<file path="src/rtl/branch_predict_resolve.sv">
// branch_predict_resolve: EX-stage branch condition evaluation, 2-bit BHT prediction and saturating branch statistics
module branch_predict_resolve #(
  parameter int DATA_W    = 32,
  parameter int PC_W      = 32,
  parameter int BHT_DEPTH = 64,
  parameter int CNT_W     = 32
) (
  input  logic              clk,
  input  logic              rst,
  input  logic              stall,
  input  logic [PC_W-1:0]   if_pc,
  output logic              pred_taken,
  input  logic              ex_valid,
  input  logic [PC_W-1:0]   ex_pc,
  input  logic [DATA_W-1:0] busA,
  input  logic [DATA_W-1:0] busB,
  input  logic [2:0]        Branch,
  input  logic              ex_pred_taken,
  output logic              Branch_flag,
  output logic              mispredict,
  output logic [CNT_W-1:0]  br_total,
  output logic [CNT_W-1:0]  br_miss
);
  localparam int IDX_W = $clog2(BHT_DEPTH);
  logic [1:0] bht_q [BHT_DEPTH];
  logic [1:0] ctr, ctr_d;
  logic [7:0] cond;
  logic neg, zero, is_br, upd, unused_pc;
  logic [IDX_W-1:0] ridx, widx;
  logic [CNT_W-1:0] br_total_q, br_total_d, br_miss_q, br_miss_d;
  assign neg = busA[DATA_W-1];
  assign zero = busA == '0;
  // Indexed by Branch code; codes 000 and 111 never take
  assign cond = {1'b0, neg, neg | zero, !neg & !zero, !neg, busA != busB, busA == busB, 1'b0};
  assign ridx = if_pc[IDX_W+1:2];
  assign widx = ex_pc[IDX_W+1:2];
  assign unused_pc = ^{if_pc[1:0], ex_pc[1:0], if_pc[PC_W-1:IDX_W+2], ex_pc[PC_W-1:IDX_W+2]};
  always_comb begin
    Branch_flag = ex_valid & cond[Branch];
    is_br = ex_valid & (Branch != 3'b000) & (Branch != 3'b111);
    mispredict = is_br & (Branch_flag != ex_pred_taken);
    upd = is_br & !stall;
    ctr = bht_q[widx];
    ctr_d = Branch_flag ? (&ctr ? ctr : ctr + 2'd1) : (|ctr ? ctr - 2'd1 : ctr);
    br_total_d = &br_total_q ? br_total_q : br_total_q + CNT_W'(1);
    br_miss_d = (mispredict & ~&br_miss_q) ? br_miss_q + CNT_W'(1) : br_miss_q;
  end
  always_ff @(posedge clk or posedge rst) begin
    if (rst) begin
      for (int i = 0; i < BHT_DEPTH; i++) bht_q[i] <= 2'b01;
      br_total_q <= '0;
      br_miss_q <= '0;
    end else if (upd) begin
      bht_q[widx] <= ctr_d;
      br_total_q <= br_total_d;
      br_miss_q <= br_miss_d;
    end
  end
  assign pred_taken = bht_q[ridx][1];
  assign br_total = br_total_q;
  assign br_miss = br_miss_q;
endmodule
</file>
<file path="config.mk">
export PLATFORM = sky130hd
export DESIGN_NAME = branch_predict_resolve
export DESIGN_NICKNAME = d
export VERILOG_FILES = /design/src/rtl/branch_predict_resolve.sv
export SDC_FILE = /design/constraint.sdc
export NUM_CORES = 1
export LEC_CHECK = 0
export ABC_AREA = 0
export CORE_MARGIN = 5
export CORE_UTILIZATION = 52
export DETAILED_ROUTE_END_ITERATION = 7
export GPL_TIMING_DRIVEN = 0
export PLACE_DENSITY_LB_ADDON = 0.25
export SLEW_MARGIN = 20
export SYNTH_ARGS = -nofsm -noshare
export SYNTH_HDL_FRONTEND = slang
export SYNTH_SLANG_ARGS = --single-unit
</file>
<file path="constraint.sdc">
create_clock -name clk -period 8.1 [get_ports clk]
set_clock_uncertainty 0.05 [all_clocks]
set_input_delay 1.62 -clock clk [delete_from_list [all_inputs] [get_ports clk]]
set_output_delay 1.62 -clock clk [all_outputs]
set_load 0.005 [all_outputs]
</file>
==> results of run 1 <==
[layout make-up]
cell class              instances  area share (%)
multi-input cells             660            42.6
flip-flops and latches        192            36.8
repair buffers                145            11.1
clock buffers                  18            3.23
well taps                     275            2.59
plain buffers                  56            2.38
clock inverters                14           0.989
inverters                      11           0.367
[report_power, final]
group	internal [uW]	switching [uW]
combinational	195	203
clock	430	390
sequential	1030	53.6
[sequential cells by signal (all words and copies together), names as in the netlist]
name and count:
br_total 32, bht_q 128, br_miss 32
[routing by layer]
layer | vias to the layer above | GRT usage, % | part of all wire (%)
li1 | 3724 | - | -
met5 | - | 0 | 0
met1 | 4183 | 34.7 | 41
met4 | 0 | 10.2 | 3.9
met2 | 396 | 40.4 | 46
met3 | 94 | 6.69 | 8.6
[path summary, 6_finish.rpt]
path | from | to | slack, ns | cells past startpoint
setup / recovery | if_pc[2] | pred_taken | 1.36 | 6
hold / removal | br_miss[30] | br_miss[30] | 0.44 | 1
setup reg to reg | bht_q[82] | bht_q[5] | 5.07 | 8
hold reg to reg | br_miss[30] | br_miss[30] | 0.44 | 1
max in group asynchronous | rst | bht_q[24] | 5.45 | 3
min in group asynchronous | rst | br_miss[26] | 1.61 | 2
[worst reg2reg max path: cells and delay by family, from the launching register on]
family          cells  cell delay, ns
mux                 2            0.77
buf+inv             1            0.22
compound gates      2            0.28
flops               1            0.37
fa+ha+maj           1            0.49
simple gates        2            0.74
[stage by stage]
step | TNS (ns) | setup slack [ns] | hold WS (ns) | total power [uW] | instance area, sq um
finish | 0 | 1.36 | 0.444 | 2310 | 13300
detailed placement | 0 | 1.28 | 0.431 | 1500 | 12700
CTS | 0 | 1.29 | 0.448 | 2320 | 13300
global placement | -161.80 | -1.28 | 0.427 | 1490 | 12700
floorplan | 0 | 1.31 | 0.427 | 1310 | 10900
global route | 0 | 1.17 | 0.470 | 2400 | 13300
[kinds of logic after synthesis]
logic type               count (synthesis)  synth area share [%]
AO/OA/AOI/OAI                           81                  5.69
XOR/XNOR                                95                  7.64
adder cells (fa/ha/maj)                  4                 0.436
buffers and inverters                   67                  3.29
flip-flops                             192                  44.8
multiplexers                           193                  24.4
AND/OR/NAND/NOR                        287                  13.7
[cells in the final DEF, fill, tap and decap left out, types with 4 or more instances in the layout]
| cell | synthesis | layout |
|---|---|---|
| a211oi_1 | 4 | 4 |
| a21oi_1 | 9 | 9 |
| clkbuf_16 | 0 | 17 |
| xor2_1 | 50 | 50 |
| and2_1 | 14 | 14 |
| dfstp_2 | 64 | 64 |
| nand2b_1 | 5 | 5 |
| buf_2 | 6 | 6 |
| mux2i_1 | 14 | 14 |
| buf_6 | 11 | 11 |
| nor4_1 | 21 | 20 |
| nand4_1 | 26 | 26 |
| nand4b_1 | 4 | 4 |
| mux2_2 | 116 | 116 |
| dfrtp_1 | 128 | 128 |
| nand2_1 | 64 | 64 |
| nor2_1 | 60 | 60 |
| and3_1 | 21 | 21 |
| nor2b_1 | 4 | 4 |
| o211ai_1 | 14 | 14 |
| nand3_1 | 30 | 30 |
| inv_6 | 0 | 4 |
| buf_4 | 4 | 4 |
| and4_1 | 9 | 9 |
| xnor2_1 | 45 | 45 |
| mux4_2 | 33 | 33 |
| o2111ai_1 | 9 | 9 |
| a221oi_1 | 11 | 11 |
| nor3_1 | 14 | 14 |
| clkinv_2 | 0 | 4 |
| inv_1 | 9 | 8 |
| mux2_4 | 28 | 28 |
| clkdlybuf4s50_1 | 0 | 144 |
| clkbuf_1 | 31 | 32 |
| o21ai_0 | 7 | 7 |
| a31oi_1 | 4 | 4 |
==> impl_metrics.env, run 1 <==
export IMPL_outcome="completed"
export IMPL_start_util_pct=52.3
export IMPL_place_hpwl_mm=22.1
export IMPL_path_cells="clkbuf_1, buf_1, mux4_2, mux4_2, mux4_2, clkdlybuf4s50_1"
export IMPL_fin_crit_sh_pct=83.2
export IMPL_synth_edff_count=0
export IMPL_grt_pass1_vias=8827
export IMPL_finalWirelength_mm=30.2
export IMPL_grt_use_total_pct=25.8
export IMPL_start_kind="input port"
export IMPL_fillers=1677
export IMPL_grt_max_degree=111
export IMPL_io_pins=203
export IMPL_ys_top_cells_by_area="dfrtp_1 29%, dfstp_2 15%, mux2_2 12%"
export IMPL_globalplace_congestion=0.969
export IMPL_cts_sinks=192
export IMPL_crit_family="buffers and inverters"
export IMPL_clk_latency_ns=0.44
export IMPL_cp_common_cell="mux4_2"
export IMPL_io_buffers=144
export IMPL_final_core_util_pct=63.8
export IMPL_ys_seq_area_share_pct=44.8
export IMPL_power_leakage_uw=0.00548
export IMPL_yosys_warnings=0
export IMPL_synth_most_common_cell="dfrtp_1"
export IMPL_hold_path_class="flop to flop"
export IMPL_area_growth_pct=21.9
export IMPL_synth_top_cell_area_share_pct=29.4
export IMPL_slew_headroom_pct=4.69
export IMPL_critPathMaxStageDelay_ns=0.82
export IMPL_wire_per_inst_microns=22.1
export IMPL_placed_cells=1339
export IMPL_netlist_instances=919
export IMPL_antenna_found_initial=0
export IMPL_slowest_stage="buf_1"
export IMPL_synthDistinctLibCells=65
export IMPL_multi_input_area_sq_um=5660
export IMPL_drc=0
export IMPL_drt_iter0_markers=809
export IMPL_cts_resized=0
export IMPL_path_class="input port to output port"
export IMPL_critPathArrivalTime_ns=5.07
export IMPL_worst_pin_slew_ns=1.43
export IMPL_ys_async_sr_fraction_pct=100
export IMPL_dr_pass1_iters=6
export IMPL_ys_top_cells_by_count="128 x dfrtp_1, 116 x mux2_2, 64 x dfstp_2, 64 x nand2_1, 60 x nor2_1"
export IMPL_fmax_ghz=0.148
export IMPL_crit_buf_inv=3
export IMPL_fin_nets=1221
export IMPL_drv_cap=0
export IMPL_cp_end_kind="output port"
export IMPL_post_cts_buffers=0
export IMPL_setup_viol=0
export IMPL_cts_made_buffers=17
export IMPL_drive_gt1_share_pct=27.9
export IMPL_ys_ff_latch=192
export IMPL_cts_tree="yes"
export IMPL_syn_area_per_cell_sq_um=11.9
export IMPL_syn_num_nets=1057
export IMPL_dieHeight_microns=155
export IMPL_htreeDepth=4
export IMPL_antenna_left=0
export IMPL_clk_pin_slew_worst_paths_ns=0.07
export IMPL_cts_root_buf="clkbuf_16"
export IMPL_layoutNonFillerInstCount=1371
export IMPL_p_per_area_nw_per_um2=174
export IMPL_synth_top_flop_cell="dfrtp_1"
export IMPL_die_w_microns=155
export IMPL_dieArea_sq_um=23900
export IMPL_synth_top_area_cell="dfrtp_1"
export IMPL_rsz0062_at_grt="no"
export IMPL_peakVddDrop_uv=132
export IMPL_hold_viol_final=0
export IMPL_finalMaxSlewViolations=0
export IMPL_rows=53
export IMPL_vias_per_cell=6.12
export IMPL_cts_buffer_depth=2
export IMPL_diodes=0
export IMPL_syn_area_sq_um=10900
export IMPL_holdBufCountCts=0
export IMPL_required_ns=6.43
export IMPL_grt_ovfl_total=0
export IMPL_coreArea_sq_um=20800
export IMPL_timing_final_crit_period_ns=6.74
export IMPL_num_vias=8397
export IMPL_grt_pass1_wl_mm=48.8
export IMPL_register_area_sq_um=4880
export IMPL_path_max_fanout=10
No activity file was read; power rests on OpenSTA's default activity.
==> run 2, diff against run 1 <==
==> constraint.sdc (replaced) <==
create_clock -name clk -period 6.85 [get_ports clk]
set_clock_uncertainty 0.05 [all_clocks]
set_input_delay 1.37 -clock clk [delete_from_list [all_inputs] [get_ports clk]]
set_output_delay 1.37 -clock clk [all_outputs]
set_load 0.005 [all_outputs]
==> results of run 2 <==
The final DEF is identical to that of run 1. Status: completed.
Main changes from that run: setup slack after placement 1.28 ns -> 0.530 ns; setup slack after layout 1.36 ns -> 0.609 ns; register-to-register setup slack 5.07 ns -> 3.82 ns; total power 2310 uW -> 2730 uW; worst IR drop on VDD 132 uV -> 156 uV
